$ cat config.mk
export PLATFORM = sky130hd
export DESIGN_NAME = cpu_run_ctrl
export DESIGN_NICKNAME = d
export VERILOG_FILES = /design/src/rtl/cpu_run_ctrl.sv
export SDC_FILE = /design/constraint.sdc
export NUM_CORES = 1
export LEC_CHECK = 0
export ABC_CLOCK_PERIOD_IN_PS = 2600
export CORE_MARGIN = 5
export CORE_UTILIZATION = 40
export CTS_BUF_LIST = sky130_fd_sc_hd__clkbuf_8 sky130_fd_sc_hd__clkbuf_16
export DETAILED_ROUTE_END_ITERATION = 8
export PLACE_DENSITY = 0.78
export SYNTH_ARGS = -nofsm -noshare
export SYNTH_HDL_FRONTEND = slang
export SYNTH_SLANG_ARGS = --single-unit
$ cat constraint.sdc
create_clock -name clk -period 2.6 [get_ports clk]
set_clock_uncertainty 0.05 [all_clocks]
set_input_delay 0.26 -clock clk [delete_from_list [all_inputs] [get_ports clk]]
set_output_delay 0.26 -clock clk [all_outputs]
set_load 0.01 [all_outputs]
$ cat src/rtl/cpu_run_ctrl.sv
// ----------------------------------------------------------------------------
// cpu_run_ctrl
//
// Run/step sequencer for the 5-stage pipelined cpu. It generates the
// pipeline-wide enable, detects a HALT word at fetch and drains the pipeline,
// and it owns the external program/data load ports, which are granted only
// while the core is idle.
//
// Ports
//   clk          clock, all state updates on the rising edge
//   arst_n       synchronous active-low reset
//   start        pulse: clear cycle_count and free-run
//   step         pulse: execute exactly one enabled cycle
//   stop         request an orderly stop (drain) while running
//   max_cycles   RUN cycle budget, 0 = unlimited
//   instruction  word currently fetched from instruction memory
//   im_*_req     external instruction-memory write/read requests
//   dm_*_req     external data-memory write/read requests
//   im_*_ext     instruction-memory requests gated by ext_grant
//   dm_*_ext     data-memory requests gated by ext_grant
//   cpu_enable   enable to the PC and all pipeline registers
//   pc_hold      freezes the PC while the pipe keeps moving (drain)
//   if_nop       replace the IF/ID instruction with 32'h0
//   ext_grant    external memory access allowed (IDLE only)
//   busy         sequencer is not idle
//   done         one-cycle pulse when the drain finishes
//   halted       sticky: last run ended on HALT_WORD
//   state        IDLE=0 RUN=1 STEP=2 DRAIN=3
//   cycle_count  enabled cycles since last start, saturating
// ----------------------------------------------------------------------------
module cpu_run_ctrl #(
   parameter int          CNT_W        = 32,
   parameter int          DRAIN_CYCLES = 4,
   parameter logic [31:0] HALT_WORD    = 32'hFC00_0000
) (
   input  logic             clk,
   input  logic             arst_n,
   input  logic             start,
   input  logic             step,
   input  logic             stop,
   input  logic [CNT_W-1:0] max_cycles,
   input  logic [31:0]      instruction,
   input  logic             im_wen_req,
   input  logic             im_ren_req,
   input  logic             dm_wen_req,
   input  logic             dm_ren_req,
   output logic             im_wen_ext,
   output logic             im_ren_ext,
   output logic             dm_wen_ext,
   output logic             dm_ren_ext,
   output logic             cpu_enable,
   output logic             pc_hold,
   output logic             if_nop,
   output logic             ext_grant,
   output logic             busy,
   output logic             done,
   output logic             halted,
   output logic [1:0]       state,
   output logic [CNT_W-1:0] cycle_count
);

   typedef enum logic [1:0] {
      S_IDLE  = 2'd0,
      S_RUN   = 2'd1,
      S_STEP  = 2'd2,
      S_DRAIN = 2'd3
   } state_t;

   localparam int DW = (DRAIN_CYCLES > 1) ? $clog2(DRAIN_CYCLES) : 1;
   localparam logic [DW-1:0]    DRAIN_LOAD = DW'(DRAIN_CYCLES - 1);
   localparam logic [CNT_W-1:0] CNT_ONE    = {{(CNT_W-1){1'b0}}, 1'b1};
   localparam logic [CNT_W-1:0] CNT_MAX    = {CNT_W{1'b1}};

   state_t           state_q, state_d;
   logic [DW-1:0]    drain_q, drain_d;
   logic             halted_d;
   logic             done_d;
   logic             halt_fetch;
   logic             budget_hit;
   logic [CNT_W-1:0] count_inc;

   assign halt_fetch = (instruction == HALT_WORD);
   assign count_inc  = cycle_count + CNT_ONE;
   // A saturated counter wraps count_inc to 0, which never equals a non-zero
   // budget, so the saturated case cannot trigger a spurious stop.
   assign budget_hit = (max_cycles != '0) && (count_inc == max_cycles);

   // -------------------------------------------------------------------------
   // State register and registered outputs
   // -------------------------------------------------------------------------
   // NOTE: sequential state uses non-blocking assignments so every register
   // samples the values from before the edge, regardless of statement order.
   always_ff @(posedge clk) begin
      if (!arst_n) begin
         state_q     <= S_IDLE;
         drain_q     <= '0;
         halted      <= 1'b0;
         done        <= 1'b0;
         cycle_count <= '0;
      end else begin
         state_q <= state_d;
         drain_q <= drain_d;
         halted  <= halted_d;
         done    <= done_d;
         // start only acts from IDLE, where the pipe is disabled, so the
         // clear and the increment can never collide.
         if (state_q == S_IDLE && start)
            cycle_count <= '0;
         else if (cpu_enable && cycle_count != CNT_MAX)
            cycle_count <= count_inc;
      end
   end

   // -------------------------------------------------------------------------
   // Next-state logic
   // -------------------------------------------------------------------------
   // NOTE: every signal driven here gets a default first, so no path through
   // the case statement can leave it unassigned and infer a latch.
   always_comb begin
      state_d  = state_q;
      drain_d  = drain_q;
      halted_d = halted;
      done_d   = 1'b0;
      unique case (state_q)
         S_IDLE: begin
            // start wins over a simultaneous step; stop is meaningless here.
            if (start) begin
               state_d  = S_RUN;
               halted_d = 1'b0;
            end else if (step) begin
               state_d  = S_STEP;
               halted_d = 1'b0;
            end
         end
         S_RUN: begin
            if (halt_fetch || stop || budget_hit) begin
               state_d  = S_DRAIN;
               drain_d  = DRAIN_LOAD;
               halted_d = halt_fetch;
            end
         end
         S_STEP: begin
            if (halt_fetch) begin
               state_d  = S_DRAIN;
               drain_d  = DRAIN_LOAD;
               halted_d = 1'b1;
            end else begin
               state_d  = S_IDLE;
            end
         end
         S_DRAIN: begin
            if (drain_q == '0) begin
               state_d = S_IDLE;
               done_d  = 1'b1;
            end else begin
               drain_d = drain_q - 1'b1;
            end
         end
         default: state_d = S_IDLE;
      endcase
   end

   // -------------------------------------------------------------------------
   // Output decode
   // -------------------------------------------------------------------------
   always_comb begin
      cpu_enable = (state_q != S_IDLE);
      pc_hold    = (state_q == S_DRAIN);
      ext_grant  = (state_q == S_IDLE);
      busy       = (state_q != S_IDLE);
      // The HALT word is replaced by a NOP on the cycle it is fetched, and
      // during the drain the frozen PC keeps presenting it, so it is
      // suppressed there too; nothing after it ever enters IF/ID.
      if_nop     = (state_q == S_DRAIN) ||
                   (((state_q == S_RUN) || (state_q == S_STEP)) && halt_fetch);
      im_wen_ext = im_wen_req & ext_grant;
      im_ren_ext = im_ren_req & ext_grant;
      dm_wen_ext = dm_wen_req & ext_grant;
      dm_ren_ext = dm_ren_req & ext_grant;
   end

   assign state = state_q;

endmodule
; ---- Word level (Yosys, flattened, before mapping)
; Cells that the tools add are included.
[totals]
register_bits = 38
latch_bits = 0
mem_bits_rw = 0
mem_bits_ro = 0
inputBits = 73
out_inout_bits = 45
elab_cells = 57
memories = 0
[classes]
add_sub_neg = 2
multipliers = 0
div_mod_pow = 0
n_lt_le_gt_ge = 0
eq_ne = 11
shift = 0
muxes = 15
n_bitwise = 5
n_reduce_logical = 19
[op_table]
columns = cell, count
row1 = adder 32 x 1 -> 32 bit (second input constant), 1
row2 = == test 32 bit, 1
row3 = == test 32 bit (second input constant), 1
row4 = != test 32 bit (second input constant), 1
row5 = nonzero test 32 bit, 1
row6 = 2-to-1 mux 2 bit, 7
row7 = case mux 2 bit (4 select lines), 1
row8 = AND reduction 4 bit, 2
row9 = != test 2 bit (second input constant), 3
row10 = case mux 2 bit (3 select lines), 1
row11 = nonzero test 3 bit, 2
row12 = 2-to-1 mux 1 bit, 5
row13 = AND 1 bit, 4
row14 = == test 2 bit (second input constant), 2
row15 = logical AND 1 bit, 4
row16 = zero test 2 bit, 2
row17 = logical OR 1 bit, 4
row18 = != test 3 bit (second input constant), 1
row19 = case mux 1 bit (3 select lines), 1
row20 = AND reduction 3 bit, 1
row21 = == test 2 x 1 -> 1 bit (second input constant), 1
row22 = != test 2 x 1 -> 1 bit (second input constant), 1
row23 = AND reduction 2 bit, 1
row24 = nonzero test 2 bit, 1
row25 = other kinds (3), 3

; ---- Longest topological paths before layout
[depth]
word_depth = 6
depth_mapped = 11
mapped_depth_nobuf = 10

; ---- Worst setup path after synthesis
; No wires, ideal clock.
[synth_timing]
kind = flip-flop to flip-flop
startpoint = register cycle_count[0]
endpoint = register drain_q[0]
setup_ps = 121
arrival_ps = 2773
required_time_ps = 2429
path_slack_ps = -343
path_stages_with_launch = 11
path_buffers = 0
period_less_slack_ps = 2943
cell_sequence = dfxtp_1 -> ha_1 -> nand3_2 -> nor4_4 -> xnor2_1 -> a2111oi_2 -> nand4_1 -> nor4b_2 -> nand3b_2 -> o41ai_2 -> o2bb2ai_1
[synth_via]
elab_chain_cells = 6
[synth_rtl]
columns = item, line_no
row1 = "start, declared", 59  ; output logic [CNT_W-1:0] cycle_count
row2 = "start signal, assigned", 110  ; cycle_count <= count_inc;
row3 = adder 32 x 1 -> 32 bit, 83  ; assign count_inc = cycle_count + CNT_ONE;
row4 = == test 32 bit, 86  ; assign budget_hit = (max_cycles != '0) && (count_inc == max_cycles);
row5 = logical AND 1 bit, 86
row6 = logical OR 1 bit, 136  ; if (halt_fetch || stop || budget_hit) begin
row7 = != test 2 bit (no line), --
row8 = AND reduction 4 bit (no line), --
row9 = "end signal, assigned", 102  ; drain_q <= drain_d;
row10 = "end, declared", 75  ; logic [DW-1:0] drain_q, drain_d;
; No other way between the ends.
; A chain may end at the register's enable or synchronous reset.

; ---- Final worst setup path
[layout_timing]
startpoint = register cycle_count[0]
endpoint = register state_q[1], in the netlist state[1]
[layout_via]
elab_chain_cells = 6
[layout_rtl]
columns = item, line_no
row1 = adder 32 x 1 -> 32 bit, 83
row2 = == test 32 bit, 86
row3 = logical AND 1 bit, 86
row4 = logical OR 1 bit, 136
row5 = != test 2 bit (no line), --
row6 = AND reduction 3 bit (no line), --
row7 = "end signal, assigned", 101  ; state_q <= state_d;
row8 = "end, declared", 74  ; state_t state_q, state_d;
; No other way between the ends.

==> results_dict.tcl <==
set metrics [dict create \
    status "finished, violations left" \
    failed_checks "negative setup slack" \
    synthArstFlopShare_pct 0 \
    synth_edf_count 0 \
    start_util_pct 41.3 \
    drv_slew 0 \
    num_rows 32 \
    max_freq_mhz 361 \
    critPathRequiredTime_ns 2.77 \
    cts.clk_slew.worst_paths_ns 0.07 \
    antenna_cells 0 \
    grt_pass1_vias 4001 \
    crit_fanout 4 \
    hold_viol 0 \
    dp_hpwl_um 9280 \
    p_comb_share_pct 44.0 \
    yosys_warnings 0 \
    finalSetupTns_ns -0.732 \
    ant_nets 0 \
    pwr-share-clk_pct 22.1 \
    synth-main-ff-cell "dfxtp_1" \
    p_seq_share_pct 33.9 \
    cts-root-buf "clkbuf_8" \
    cts_tree "built" \
    power.density_nw_per_um2 374 \
    maxCapViolations 0 \
    yosys.cell_types.count 60 \
    p_switching_w 0.000682 \
    clk-insertion-delay-late_ns 0.29 \
    die-area_um2 9910 \
    num-nets-final 678 \
    grt_use_total_pct 23.5 \
    p_sw_share_pct 35.0 \
    wl_per_cell_um 16.5 \
    wirelength_um 11600 \
    p_leak_nw 1.98 \
    syn_inst 425 \
    grt_pass1_wl_um 19200 \
    via_per_inst 5.55 \
    fin_area_um2 5200 \
    pin_count 118 \
    die-height_um 99.6 \
    numCtsBuffers 5 \
    timing_worst_setup_path_type "reg2reg" \
    synth_seq_cells 38 \
    first_pass_iters 5 \
    arrival_ns 2.94 \
    netlist_area_um2 3210 \
    period_share_pct 107 \
    gp_congestion 0.937 \
    antenna_found_initial 0 \
    start_kind "flip-flop" \
    drive_gt1_share_pct 20.9 \
    vias 3894 \
    grt_overflow 0 \
    slew_headroom_pct 69.1 \
    cts_buffer_depth 2 \
    syn_to_final_growth_pct 62.1 \
    place_area_um2 4960 \
    power.internal_w 0.00127 \
    period_needed_ns 2.77 \
    drc_errors 0 \
    cts.sinks 38 \
    grt_max_degree 33 \
    synth_area_per_cell_um2 7.55 \
    cts_hold_buf 0 \
    worstMarginPinSlew_ns 0.460 \
    critPathCaptureType "flip-flop" \
    core_um2 7770 \
    setup_ws_ns -0.173 \
    die_w_um 99.6 \
    syn_nets 505 \
    setup_violations 5 \
    drt_iter0_markers 184 \
    rsz0062_at_grt "true" \
    hold_class "reg2reg" \
    ir_drop_mv 0.196 \
    ys_seq_area_share_pct 23.7 \
    port_buffers 117 \
    htree_num_levels 2 \
]
==> cell usage in the layout (no fill, tap or decap), types with 10 or more instances in the layout <==
cell type,synthesis,final
a21oi_1,10,10
nand4_1,20,20
nor2_1,51,51
nor3_1,11,11
inv_1,12,12
buf_4,5,73
dfxtp_1,38,21
xor2_1,32,32
dfxtp_2,0,14
nor4_1,22,19
clkdlybuf4s50_1,0,117
xnor2_1,31,30
nand2_1,43,43
nand3_1,15,14
o21ai_0,16,16
==> area by class of cell <==
cell class | count | area (µm²)
clock buffer | 6 | 82.6
multi-input combinational | 350 | 2410
inverter | 12 | 45.0
tap | 102 | 128
fill | 621 | 2570
clock inverter | 2 | 12.5
timing repair buffer | 191 | 1730
sequential | 38 | 790
==> power groups by stage <==
| stage | registers, W | logic (W) | clock network (W) |
|---|---|---|---|
| after floorplan | 0.000680 | 0.000407 | 0 |
| after global routing | 0.000664 | 0.000929 | 0.000460 |
| after global placement | 0.000668 | 0.000806 | 0 |
| final | 0.000660 | 0.000857 | 0.000430 |
| after detailed placement | 0.000672 | 0.000837 | 0 |
| after CTS | 0.000657 | 0.000855 | 0.000443 |
==> cells by family (layout without fill, tap and decap cells) <==
family,after synthesis,after routing,synth area share [%]
xor+xnor,63,63,17.2
flops,38,38,23.7
simple gates,221,221,37.9
compound gates,54,54,11.4
buf+inv,37,211,5.42
fa+ha+maj,7,7,2.73
mux,5,5,1.60
==> per-stage QoR <==
stage	util (%)	total power [W]	instances	hold slack, ns	worst slack (ns)
final	66.9	0.00195	701	0.435	-0.173
after global placement	63.8	0.00147	690	0.413	-0.103
after floorplan	-	0.00109	425	0.401	0.0215
after detailed placement	63.8	0.00151	690	0.425	-0.208
after global routing	66.9	0.00205	701	0.463	-0.358
after CTS	66.7	0.00195	701	0.432	-0.149
==> path summary, 6_finish.rpt <==
kind,start,end,slack [ns],cells after the start
min,halted,halted,0.43,2
min reg2reg,halted,halted,0.43,2
max reg2reg,cycle_count[0],state[1],-0.17,8
max,cycle_count[0],state[1],-0.17,8
==> Yosys cell counts (3+ instances only) <==
master	number	area share, %
and3_1	6	1.2
xnor2_1	31	8.5
dfxtp_1	38	24
mux2i_1	4	1.2
nand2_1	43	5.0
inv_1	12	1.4
a21oi_1	10	1.6
nand3_1	15	2.3
nand4b_1	4	1.1
nor2_1	51	6.0
nand3b_1	3	0.70
or4_1	4	0.94
nor3_1	11	1.7
ha_1	7	2.7
clkbuf_1	11	1.3
a31oi_1	5	0.98
or3_1	9	1.8
nand2b_1	8	1.6
and2_1	6	1.2
buf_2	7	1.1
buf_4	5	1.2
nand4_1	20	3.9
nor4_1	22	4.3
nor2b_1	4	0.78
xor2_1	32	8.7
o21ai_0	16	2.5
==> worst max-delay path: stages (launching register included) <==
cell and delay [ns]:
dfxtp_4 0.38, nand4_1 0.23, or4_4 0.53, a2111oi_4 0.35
nand4_1 0.19, nor4b_4 0.41, nand3b_4 0.16, a21oi_4 0.18
mux2i_1 0.21
==> flip-flops by register name (all words and copies together) (netlist names) <==
register,cells
drain_q,2
done,1
cycle_count,32
state,2
halted,1
==> metal layers <==
metal | wire length, µm | vias up | GRT usage [%]
met3 | 1080 | 30 | 5.96
li1 | - | 1863 | -
met1 | 4600 | 1828 | 28.0
met4 | 295 | 0 | 7.98
met2 | 5600 | 173 | 41.0
met5 | 0 | - | 0
==> timing repair <==
action,4_1_cts,5_1_grt
pin swaps,8,3
gates resized for setup,21,4
cloned,0,0
setup buffers,3,1
setup endpoints to repair,5,13
endpoints found under the hold margin,0,0
Note: power is estimated with default switching activity, not from simulation.
